### src/rtl/alu_chunked_pkg.sv
// Shared types for the chunked Hack-style ALU: control bundle, FSM states and
// the chunk-count helper.
package alu_chunked_pkg;

   typedef struct packed {
      logic zx;
      logic nx;
      logic zy;
      logic ny;
      logic f;
      logic no;
   } alu_ctrl_t;

   typedef enum logic [1:0] {
      IDLE,
      BUSY,
      DONE
   } state_t;

   function automatic int unsigned nch(input int unsigned width, input int unsigned chunk);
      return width / chunk;
   endfunction

endpackage

### src/rtl/alu_slice.sv
// Combinational CHUNK-bit ALU slice: Hack operand prep, ripple full adders or AND,
// output inversion. ALU_CHUNKED_FLAGS_EN adds the carry-into-MSB output cmsb.
module alu_slice
   import alu_chunked_pkg::*;
#(
   parameter int unsigned CHUNK = 4
) (
   input  logic [CHUNK-1:0] a,
   input  logic [CHUNK-1:0] b,
   input  alu_ctrl_t        ctrl,
   input  logic             cin,
   output logic [CHUNK-1:0] r,
   output logic             cout
`ifdef ALU_CHUNKED_FLAGS_EN
   ,
   output logic             cmsb
`endif
);

   logic [CHUNK-1:0] pa, pb, sum;
   logic [CHUNK:0]   c;

   assign pa   = (ctrl.zx ? '0 : a) ^ {CHUNK{ctrl.nx}};
   assign pb   = (ctrl.zy ? '0 : b) ^ {CHUNK{ctrl.ny}};
   assign c[0] = cin;

   for (genvar i = 0; i < CHUNK; i++) begin : g_fa
      assign sum[i]  = pa[i] ^ pb[i] ^ c[i];
      assign c[i+1]  = (pa[i] & pb[i]) | (c[i] & (pa[i] ^ pb[i]));
   end

   // Carries are gated by f so the AND path never leaks a carry into the next chunk.
   assign r    = (ctrl.f ? sum : (pa & pb)) ^ {CHUNK{ctrl.no}};
   assign cout = ctrl.f & c[CHUNK];
`ifdef ALU_CHUNKED_FLAGS_EN
   assign cmsb = ctrl.f & c[CHUNK-1];
`endif

endmodule

### src/rtl/alu_chunked.sv
// Multi-cycle Hack-style ALU computing CHUNK bits per clock, LSB first, with
// valid/ready on both sides. Optional co/ov flag ports: ALU_CHUNKED_FLAGS_EN.
module alu_chunked
   import alu_chunked_pkg::*;
#(
   parameter int unsigned WIDTH = 16,
   parameter int unsigned CHUNK = 4
) (
   input  logic             clk,
   input  logic             rst_n,
   input  logic             in_valid,
   output logic             in_ready,
   input  logic [WIDTH-1:0] x,
   input  logic [WIDTH-1:0] y,
   input  logic             zx,
   input  logic             nx,
   input  logic             zy,
   input  logic             ny,
   input  logic             f,
   input  logic             no,
   output logic             out_valid,
   input  logic             out_ready,
   output logic [WIDTH-1:0] o,
   output logic             zr,
   output logic             ng
`ifdef ALU_CHUNKED_FLAGS_EN
   ,
   output logic             co,
   output logic             ov
`endif
);

   localparam int unsigned   NCH  = nch(WIDTH, CHUNK);
   localparam int unsigned   CW   = (NCH > 1) ? $clog2(NCH) : 1;
   localparam logic [CW-1:0] LAST = CW'(NCH - 1);

   if (WIDTH < 2 || (WIDTH % CHUNK) != 0) begin : g_bad_cfg
      $error("alu_chunked: WIDTH must be >= 2 and a multiple of CHUNK");
   end

   state_t           state_q, state_d;
   alu_ctrl_t        ctrl_q;
   logic [WIDTH-1:0] x_q, y_q;
   logic [CW-1:0]    cnt_q;
   logic             carry_q, nz_q;
   logic [CHUNK-1:0] r;
   logic             cout;
   logic             accept, last;
`ifdef ALU_CHUNKED_FLAGS_EN
   logic             cmsb;
`endif

   assign in_ready  = (state_q == IDLE);
   assign out_valid = (state_q == DONE);
   assign accept    = in_valid && in_ready;
   assign last      = (state_q == BUSY) && (cnt_q == LAST);

   always_comb begin
      state_d = state_q;
      unique case (state_q)
         IDLE:    if (in_valid)     state_d = BUSY;
         BUSY:    if (cnt_q == LAST) state_d = DONE;
         DONE:    if (out_ready)    state_d = IDLE;
         default: state_d = IDLE;
      endcase
   end

   always_ff @(posedge clk or negedge rst_n) begin
      if (!rst_n) state_q <= IDLE;
      else        state_q <= state_d;
   end

   // Operands shift right each chunk so the slice always sees the low CHUNK bits.
   alu_slice #(.CHUNK(CHUNK)) u_slice (
      .a    (x_q[CHUNK-1:0]),
      .b    (y_q[CHUNK-1:0]),
      .ctrl (ctrl_q),
      .cin  (carry_q),
      .r    (r),
      .cout (cout)
`ifdef ALU_CHUNKED_FLAGS_EN
      ,
      .cmsb (cmsb)
`endif
   );

   always_ff @(posedge clk or negedge rst_n) begin
      if (!rst_n) begin
         x_q     <= '0;
         y_q     <= '0;
         ctrl_q  <= '0;
         cnt_q   <= '0;
         carry_q <= 1'b0;
         nz_q    <= 1'b0;
         o       <= '0;
         zr      <= 1'b0;
         ng      <= 1'b0;
`ifdef ALU_CHUNKED_FLAGS_EN
         co      <= 1'b0;
         ov      <= 1'b0;
`endif
      end else if (accept) begin
         x_q     <= x;
         y_q     <= y;
         ctrl_q  <= {zx, nx, zy, ny, f, no};
         cnt_q   <= '0;
         carry_q <= 1'b0;
         nz_q    <= 1'b0;
      end else if (state_q == BUSY) begin
         x_q                          <= x_q >> CHUNK;
         y_q                          <= y_q >> CHUNK;
         carry_q                      <= cout;
         nz_q                         <= nz_q | (|r);
         o[int'(cnt_q)*CHUNK +: CHUNK] <= r;
         cnt_q                        <= last ? '0 : cnt_q + CW'(1);
         if (last) begin
            zr <= ~(nz_q | (|r));
            ng <= r[CHUNK-1];
`ifdef ALU_CHUNKED_FLAGS_EN
            co <= cout;
            ov <= cmsb ^ cout;
`endif
         end
      end
   end

endmodule

### config.mk
export PLATFORM = sky130hd
export DESIGN_NAME = alu_chunked
export DESIGN_NICKNAME = d
export VERILOG_FILES = /design/src/rtl/alu_chunked_pkg.sv /design/src/rtl/alu_slice.sv /design/src/rtl/alu_chunked.sv
export SDC_FILE = /design/constraint.sdc
export NUM_CORES = 1
export LEC_CHECK = 0
export ABC_AREA = 0
export ABC_CLOCK_PERIOD_IN_PS = 10100
export CORE_ASPECT_RATIO = 1.5
export CORE_MARGIN = 5
export CORE_UTILIZATION = 25
export CTS_BUF_LIST = sky130_fd_sc_hd__clkbuf_16
export DETAILED_ROUTE_END_ITERATION = 16
export GPL_ROUTABILITY_DRIVEN = 0
export PLACE_DENSITY = 0.49
export SLEW_MARGIN = 5
export SYNTH_ARGS = -nofsm -noshare
export SYNTH_HDL_FRONTEND = slang
export SYNTH_SLANG_ARGS = --single-unit
### constraint.sdc
create_clock -name clk -period 10.1 [get_ports clk]
set_input_delay 2.02 -clock clk [delete_from_list [all_inputs] [get_ports clk]]
set_output_delay 2.02 -clock clk [all_outputs]
set_load 0.02 [all_outputs]
==> impl_metrics.json, run 1 <==
{
  "status": "finished, final reports clean",
  "ios": 62,
  "worst_slack_ns": 6.39,
  "synth_mux_area_frac": 0.0102,
  "hp-class": "flop to flop",
  "drive_above_1_share": 0.0790,
  "rsz0062_at_grt": "no",
  "period_minus_slack_ns": 3.71,
  "core_area_sq_um": 12000,
  "synthDistinctLibCells": 34,
  "diodes": 0,
  "grt_pass1_wl_microns": 11800,
  "yosys_most_used_dff": "dfrtp_1",
  "worst_setup_path_end_kind": "flop",
  "reg2reg_to": "ng$_DFFE_PN0P_",
  "cap_violations": 0,
  "dp_slack_ns": 6.04,
  "hold_viol": 0,
  "crit_path_max_incr_delay_ns": 0.81,
  "rows": 49,
  "setup_violations": 0,
  "reg2reg_from": "ctrl_q[3]$_DFFE_PN0P_",
  "hold_start": "nz_q$_DFFE_PN0P_",
  "cts_buffers": 9,
  "cp_max_fo": 49,
  "final_common_cell": "nand2_1",
  "initial_core_util": 0.256,
  "cp_top_family": "simple AND/OR/NAND/NOR gates",
  "r2r_cells": 11,
  "clock_latency_ns": 0.33,
  "worst-setup-path-type": "input port to flop",
  "synth_edf_count": 0,
  "die_area_sq_um": 14600,
  "cts.clk_slew.worst_paths_ns": 0.05,
  "drt-total-wl_microns": 6880,
  "grt_pass1_vias": 2407,
  "finalCritPeriodShare": 0.367,
  "drc": 0,
  "synth_top_family_by_area": "simple AND/OR/NAND/NOR gates",
  "io_buffer_count": 61,
  "routed_via_density": 4.40,
  "dr_total_vias": 2286,
  "crit_start": "in_valid",
  "ys_ff_latch": 62,
  "max-vdd-ir-drop_v": 0.000122,
  "rrSetupSlack_ns": 6.60,
  "synthAdderAreaFrac": 0.0668,
  "critPathArrivalTime_ns": 3.93,
  "finClkSkew_ns": 0.00324,
  "antenna_found_initial": 0,
  "slew_viol_final": 0,
  "timing.fmax_mhz": 270,
  "dpl.hpwl_microns": 4920,
  "synth-simple-area-share": 0.205,
  "cts_resized": 0,
  "path_depth": 6,
  "synth_area_per_cell_sq_um": 10.1,
  "wl_per_cell_microns": 13.2,
  "async_flop_share": 1.00,
  "tightest_slew_ns": 0.959,
  "final_nets": 419,
  "grt_usage": 0.102,
  "cts.root.buffer_cell": "clkbuf_16",
  "final.setup.tns_ns": 0,
  "antenna_left": 0,
  "path_cells": "clkdlybuf4s50_1 > nor3b_4 > buf_4 > nor2_2 > nand2_1 > o31ai_1",
  "cts_tree": "yes",
  "synth_warnings": 0,
  "gr-total-overflow": 0,
  "cts_sinks": 62,
  "fillers": 1277,
  "slowest_stage": "nor2_2",
  "cp.buffers_inverters": 2,
  "die_w_microns": 100,
  "final_cell_mix": "nand2_1, dfrtp_1, clkdlybuf4s50_1",
  "p_per_area_nw_per_um2": 355,
  "ctsHoldBuffers": 0,
  "cp.required_ns": 10.33,
  "synthXorXnorAreaFrac": 0.0342,
  "post-cts-setup-buffers": 0,
  "syn_area_sq_um": 3070,
  "grt_max_degree": 63,
  "h-tree-depth": 3,
  "cts_buffer_depth": 2,
  "drt-initial-drc-count": 68,
  "die_h_microns": 146,
  "synth_compound_gate_area_share": 0.136,
  "leakage_nw": 1.86,
  "synth_seq_area_share": 0.505,
  "synth_fp_nets": 360,
  "endpoint": "cnt_q[0]$_DFFE_PN0P_",
  "cp-start-kind": "input port",
  "syn_inst": 304,
  "slew_headroom": 0.360,
  "drtPass1Iterations": 4,
  "area_delta_synth_final_pct": 33.6
}
==> cell type report <==
type                            count  area (sq um)  share of cell area
Clock inverter                      6          55.1              0.0134
Sequential cell                    62          1550               0.378
Timing Repair Buffer               64           628               0.153
Tap cell                          153           191              0.0467
Clock buffer                        9           225              0.0549
Multi-Input combinational cell    212          1400               0.341
Inverter                           14          52.6              0.0128
==> state kept, by name, indices dropped and copies added (netlist names) <==
register,cells
ng,1
y_q,16
o,16
x_q,16
cnt_q,2
ctrl_q,6
nz_q,1
state_q,2
zr,1
carry_q,1
==> how the worst min path moves through the flow <==
stage | end | slack, ns | cells after the start
global placement | zr$_DFFE_PN0P_ | 0.45 | 1
floorplan | zr$_DFFE_PN0P_ | 0.43 | 1
CTS | zr$_DFFE_PN0P_ | 0.46 | 1
global route | zr$_DFFE_PN0P_ | 0.47 | 1
detailed placement | zr$_DFFE_PN0P_ | 0.45 | 1
finish | zr$_DFFE_PN0P_ | 0.45 | 1
==> worst reg2reg max path, cell delays in order, from the launching register on <==
cell and delay (ns):
dfrtp_1 0.40, nand2b_1 0.17, xnor2_1 0.23, inv_1 0.08, fa_1 0.39, fa_1 0.40
fa_1 0.39, fa_1 0.49, nand2_1 0.09, o21ai_0 0.10, xnor2_1 0.46, mux2_2 0.25
==> cell usage after synthesis (all sizes together) (3+ instances only) <==
| cell | n | area (sq um) |
|---|---|---|
| xor2 | 3 | 26.3 |
| xnor2 | 9 | 78.8 |
| inv | 14 | 52.6 |
| buf | 10 | 55.1 |
| clkbuf | 6 | 22.5 |
| nand2b | 10 | 62.6 |
| o21ai | 12 | 60.1 |
| fa | 4 | 80.1 |
| o31ai | 3 | 22.5 |
| nor4b | 3 | 71.3 |
| nand3b | 4 | 30.0 |
| nand2 | 93 | 357 |
| dfrtp | 62 | 1550 |
| ha | 10 | 125 |
| a22o | 17 | 149 |
| a22oi | 24 | 180 |
==> metrics by stage <==
| step | total power [W] | std cells | util | area [sq um] | hold WS [ns] |
|---|---|---|---|---|---|
| floorplan | 0.000966 | 304 | - | 3070 | 0.432 |
| global placement | 0.00117 | 505 | 0.318 | 3820 | 0.448 |
| detailed placement | 0.00119 | 505 | 0.318 | 3820 | 0.453 |
| CTS | 0.00148 | 520 | 0.341 | 4100 | 0.457 |
| global route | 0.00159 | 520 | 0.341 | 4100 | 0.472 |
| finish | 0.00145 | 520 | 0.341 | 4100 | 0.455 |
==> power by group <==
part | internal [W] | leakage, nW | switching [W]
logic | 0.000311 | 0.918 | 0.000417
registers | 0.000355 | 0.803 | 0.0000812
clock network | 0.000186 | 0.140 | 0.000104
total | 0.000852 | 1.86 | 0.000602
==> metal layers <==
metal,vias up,share of wire,global-route usage
met5,-,0,0
met1,1073,0.43,0.124
li1,1148,-,-
met3,11,0.049,0.0302
met4,0,0.027,0.0573
met2,54,0.49,0.157
==> cells by family (layout without fill, tap and decap cells) <==
group / after synthesis / in the layout
DFF: 62 / 62
xor gates and xnor gates: 12 / 12
buffers and inverters: 30 / 93
adders and majority gates: 14 / 14
muxes: 3 / 3
and+or+nand+nor: 126 / 126
AOI/OAI and AO/OA: 57 / 57
(Power assumes the default switching activity.)
==> inputs of run 2 (changes only) <==
--- a/config.mk
+++ b/config.mk
@@ -6,14 +6,14 @@
 export NUM_CORES = 1
 export LEC_CHECK = 0
 export ABC_AREA = 0
-export ABC_CLOCK_PERIOD_IN_PS = 10100
+export ABC_CLOCK_PERIOD_IN_PS = 3240
 export CORE_ASPECT_RATIO = 1.5
 export CORE_MARGIN = 5
 export CORE_UTILIZATION = 25
 export CTS_BUF_LIST = sky130_fd_sc_hd__clkbuf_16
 export DETAILED_ROUTE_END_ITERATION = 16
 export GPL_ROUTABILITY_DRIVEN = 0
-export PLACE_DENSITY = 0.49
+export PLACE_DENSITY = 0.5
 export SLEW_MARGIN = 5
 export SYNTH_ARGS = -nofsm -noshare
 export SYNTH_HDL_FRONTEND = slang
==> constraint.sdc (replaced) <==
create_clock -name clk -period 3.24 [get_ports clk]
set_input_delay 0.648 -clock clk [delete_from_list [all_inputs] [get_ports clk]]
set_output_delay 0.648 -clock clk [all_outputs]
set_load 0.02 [all_outputs]
==> impl_metrics.json, run 2 (synthesis results as in run 1) <==
{
  "wl_per_cell_microns": 13.6,
  "drt-total-wl_microns": 7230,
  "dpl.hpwl_microns": 5210,
  "die_area_sq_um": 14600,
  "finClkSkew_ns": 0.0109,
  "rsz0062_at_grt": "yes",
  "cp-start-kind": "flop",
  "ios": 62,
  "h-tree-depth": 3,
  "dp_slack_ns": -0.160,
  "gr-total-overflow": 0,
  "grt_usage": 0.104,
  "core_area_sq_um": 12000,
  "p_per_area_nw_per_um2": 1150,
  "cts.clk_slew.worst_paths_ns": 0.06,
  "grt_pass1_wl_microns": 12100,
  "multiInputGateArea_sq_um": 1440,
  "antenna_found_initial": 0,
  "final_nets": 430,
  "drt-initial-drc-count": 41,
  "area_delta_synth_final_pct": 38.3,
  "dpl_cell_area_sq_um": 3890,
  "diodes": 0,
  "die_w_microns": 100,
  "status": "finished, final reports clean",
  "final_cell_mix": "nand2_1, dfrtp_1, clkdlybuf4s50_1",
  "max-vdd-ir-drop_v": 0.000364,
  "cp_max_fo": 5,
  "period_minus_slack_ns": 3.22,
  "grt_pass1_vias": 2440,
  "cts.root.buffer_cell": "clkbuf_16",
  "final.setup.tns_ns": 0,
  "io_buffer_count": 61,
  "worst_setup_path_end_kind": "flop",
  "design_area_sq_um": 4250,
  "worst-setup-path-type": "flop to flop",
  "cap_violations": 0,
  "die_h_microns": 146,
  "clock_latency_ns": 0.33,
  "antenna_left": 0,
  "cts_buffer_depth": 2,
  "final_common_cell": "nand2_1",
  "timing.fmax_mhz": 310,
  "grt_max_degree": 63,
  "drtPass1Iterations": 4,
  "critPathArrivalTime_ns": 3.44,
  "drc": 0,
  "cts_sinks": 62,
  "utilization": 0.353,
  "slew_headroom": 0.469,
  "cp.required_ns": 3.45,
  "drive_above_1_share": 0.132,
  "fillers": 1280,
  "setup_violations": 0,
  "dr_total_vias": 2335,
  "routed_via_density": 4.39,
  "slew_viol_final": 0,
  "leakage_nw": 1.94,
  "largest_registers": "o (16), x_q (16), y_q (16)",
  "worst_slack_ns": 0.0166,
  "tightest_slew_ns": 0.796,
  "power_w": 0.00491,
  "hp-class": "flop to flop",
  "cts_buffers": 9,
  "cts_tree": "yes",
  "hold_viol": 0,
  "initial_core_util": 0.256,
  "ff_latch_area_sq_um": 1550,
  "finalCritPeriodShare": 0.995,
  "rows": 49
}
run 2: layer usage:
layer,share of wire,track usage
met5,0,0
met4,0.013,0.0405
met3,0.045,0.0269
met2,0.53,0.178
met1,0.41,0.122
run 2: layout make-up:
| type | instances | area share |
|---|---|---|
| clock buffers | 9 | 0.0530 |
| clock inverters | 7 | 0.0156 |
| inverters | 14 | 0.0124 |
| multi-input cells | 212 | 0.338 |
| flip-flops and latches | 62 | 0.365 |
| well taps | 153 | 0.0451 |
| repair buffers | 75 | 0.170 |
run 2: final timing paths:
path,from,endpoint,slack [ns],depth (start not counted)
worst min register to register,x_q[4]$_DFFE_PN0P_,x_q[4]$_DFFE_PN0P_,0.47,2
min in group asynchronous,rst_n,o[6]$_DFFE_PN0P_,0.49,2
worst max-delay path,ctrl_q[3]$_DFFE_PN0P_,ng$_DFFE_PN0P_,0.02,12
max in group asynchronous,rst_n,ctrl_q[0]$_DFFE_PN0P_,2.21,2
worst max register to register,ctrl_q[3]$_DFFE_PN0P_,ng$_DFFE_PN0P_,0.02,12
worst min-delay path,x_q[4]$_DFFE_PN0P_,x_q[4]$_DFFE_PN0P_,0.47,2
run 2: stage by stage:
stage	hold WS, ns	instances
after floorplan	0.352	304
after global routing	0.497	532
after CTS	0.470	531
after global placement	0.454	512
final	0.472	532
after detailed placement	0.451	512
run 2: power breakdown:
group          total (W)  internal (W)  switching [W]
Combinational    0.00262       0.00120        0.00142
Sequential       0.00135       0.00111       0.000245
Clock           0.000929      0.000589       0.000341
run 2: critical path: stages (launching register included):
cell and delay, ns:
dfrtp_1 0.37, nand2b_4 0.14, xnor2_2 0.16, inv_1 0.07, fa_2 0.35, fa_2 0.36
fa_2 0.35, fa_1 0.47, buf_4 0.15, nand2_1 0.05, o21ai_0 0.13, xnor2_2 0.22
mux2_2 0.29
run 2: what timing repair did:
action / CTS / global route
setup endpoints to repair: 7 / 2
buffers inserted: 3 / 1
hold buffers: 0 / 0
resized for setup: 6 / 2
pin swaps: 3 / 5
==> inputs of run 3 (changes only) <==
--- a/config.mk
+++ b/config.mk
@@ -11,8 +11,10 @@
 export CORE_MARGIN = 5
 export CORE_UTILIZATION = 25
 export CTS_BUF_LIST = sky130_fd_sc_hd__clkbuf_16
+export CTS_CLUSTER_DIAMETER = 200
 export DETAILED_ROUTE_END_ITERATION = 16
 export GPL_ROUTABILITY_DRIVEN = 0
+export GPL_TIMING_DRIVEN = 0
 export PLACE_DENSITY = 0.5
 export SLEW_MARGIN = 5
 export SYNTH_ARGS = -nofsm -noshare
==> impl_metrics.json, run 3 (synthesis results as in run 1) <==
{
  "grt_pass1_wl_microns": 12400,
  "area_delta_synth_final_pct": 37.1,
  "cp_top_family": "adder cells",
  "antenna_found_initial": 0,
  "final_nets": 434,
  "cap_violations": 0,
  "cp.required_ns": 3.45,
  "core_area_sq_um": 12000,
  "die_h_microns": 146,
  "worst_setup_path_end_kind": "flop",
  "initial_core_util": 0.256,
  "drtPass1Iterations": 4,
  "status": "finished, final reports clean",
  "power_w": 0.00474,
  "cts.clk_slew.worst_paths_ns": 0.05,
  "hold_viol": 0,
  "worst_slack_ns": 0.0518,
  "cts_tree": "yes",
  "drt-initial-drc-count": 73,
  "grt_max_degree": 63,
  "max-vdd-ir-drop_v": 0.000370,
  "crit_path_frequent_cell": "fa_2",
  "drc": 0,
  "slew_viol_final": 0,
  "hold_ws_ns": 0.409,
  "dr_total_vias": 2378,
  "tightest_slew_ns": 0.801,
  "final_cell_mix": "nand2_1, dfrtp_1, clkdlybuf4s50_1",
  "rsz0062_at_grt": "yes",
  "dp_slack_ns": -0.277,
  "antenna_left": 0,
  "setup_violations": 0,
  "crit_path_max_incr_delay_ns": 0.44,
  "drt-total-wl_microns": 7570,
  "slew_headroom": 0.466,
  "finClkSkew_ns": 0.00706,
  "gr-total-overflow": 0,
  "ios": 62,
  "largest_registers": "o (16), x_q (16), y_q (16)",
  "final_common_cell": "nand2_1",
  "finalCritPeriodShare": 0.984,
  "leakage_nw": 1.93,
  "path_cells": "nand2b_4 > xnor2_4 > inv_2 > fa_2 > fa_2 > fa_2 > fa_2 > or3b_1 > nand3_1 > nand4_1 > a22o_1",
  "cts_buffers": 9,
  "io_buffer_count": 61,
  "cts.root.buffer_cell": "clkbuf_16",
  "grt_usage": 0.108,
  "dpl.hpwl_microns": 5690,
  "drive_above_1_share": 0.134,
  "slowest_stage": "fa_2",
  "routed_via_density": 4.44,
  "die_area_sq_um": 14600,
  "cp_max_fo": 3,
  "wl_per_cell_microns": 14.2,
  "grt_pass1_vias": 2558,
  "critPathArrivalTime_ns": 3.40,
  "clock_latency_ns": 0.33,
  "cp.buffers_inverters": 1,
  "die_w_microns": 100,
  "p_per_area_nw_per_um2": 1130,
  "cp-start-kind": "flop",
  "worst-setup-path-type": "flop to flop",
  "cts_buffer_depth": 2,
  "cts_sinks": 62,
  "period_minus_slack_ns": 3.19,
  "hp-class": "input port to asynchronous set/reset pin",
  "rows": 49,
  "h-tree-depth": 3,
  "timing.fmax_mhz": 314,
  "diodes": 0
}
-- run 3: changes by cell type in the layout (fill, tap and decap cells not counted), sizes merged --
cell	delta
clkinv	+2
bufinv	-1
clkinvlp	-2
clkbuf	+4
-- run 3: path summary, 6_finish.rpt --
kind | startpoint | slack [ns] | depth (start not counted) | to
setup reg to reg | ctrl_q[3]$_DFFE_PN0P_ | 0.05 | 11 | nz_q$_DFFE_PN0P_
min in group clk | nz_q$_DFFE_PN0P_ | 0.46 | 1 | zr$_DFFE_PN0P_
setup / recovery | ctrl_q[3]$_DFFE_PN0P_ | 0.05 | 11 | nz_q$_DFFE_PN0P_
hold reg to reg | nz_q$_DFFE_PN0P_ | 0.46 | 1 | zr$_DFFE_PN0P_
hold / removal | rst_n | 0.41 | 1 | o[4]$_DFFE_PN0P_
max in group asynchronous | rst_n | 2.25 | 1 | ctrl_q[2]$_DFFE_PN0P_
-- run 3: what timing repair did --
| action | in CTS | in global routing |
|---|---|---|
| buffers inserted | 3 | 1 |
| pin swaps | 6 | 7 |
| resized for setup | 8 | 4 |
| hold buffers | 0 | 0 |
| gates cloned | 0 | 0 |
| setup endpoints to repair | 7 | 7 |
-- run 3: routing by layer --
| layer | part of all wire | wire length [microns] | GRT usage |
|---|---|---|---|
| met1 | 0.41 | 3140 | 0.121 |
| met2 | 0.53 | 3990 | 0.190 |
| met3 | 0.041 | 313 | 0.0269 |
| met4 | 0.018 | 133 | 0.0465 |
| met5 | 0 | 0 | 0 |
-- run 3: layout make-up --
class | count | area, sq um
Clock buffer | 9 | 225
Clock inverter | 6 | 31.3
Buffer | 14 | 70.1
Tap cell | 153 | 191
Sequential cell | 62 | 1550
Inverter | 14 | 52.6
Timing Repair Buffer | 65 | 638
Fill cell | 1275 | 7810
Multi-Input combinational cell | 212 | 1450
-- run 3: metrics by stage --
step | TNS [ns] | instances | utilization | area (sq um)
3_5_place_dp | -1.74 | 518 | 0.322 | 3870
3_3_place_gp | -36.59 | 518 | 0.322 | 3870
5_1_grt | -0.160 | 535 | 0.350 | 4210
2_1_floorplan | 0 | 304 | - | 3070
6_report | 0 | 535 | 0.350 | 4210
4_1_cts | -0.100 | 534 | 0.348 | 4190
-- run 3: report_power, final --
part,switching (W),internal [W]
logic,0.00143,0.00113
clock network,0.000330,0.000503
registers,0.000235,0.00111
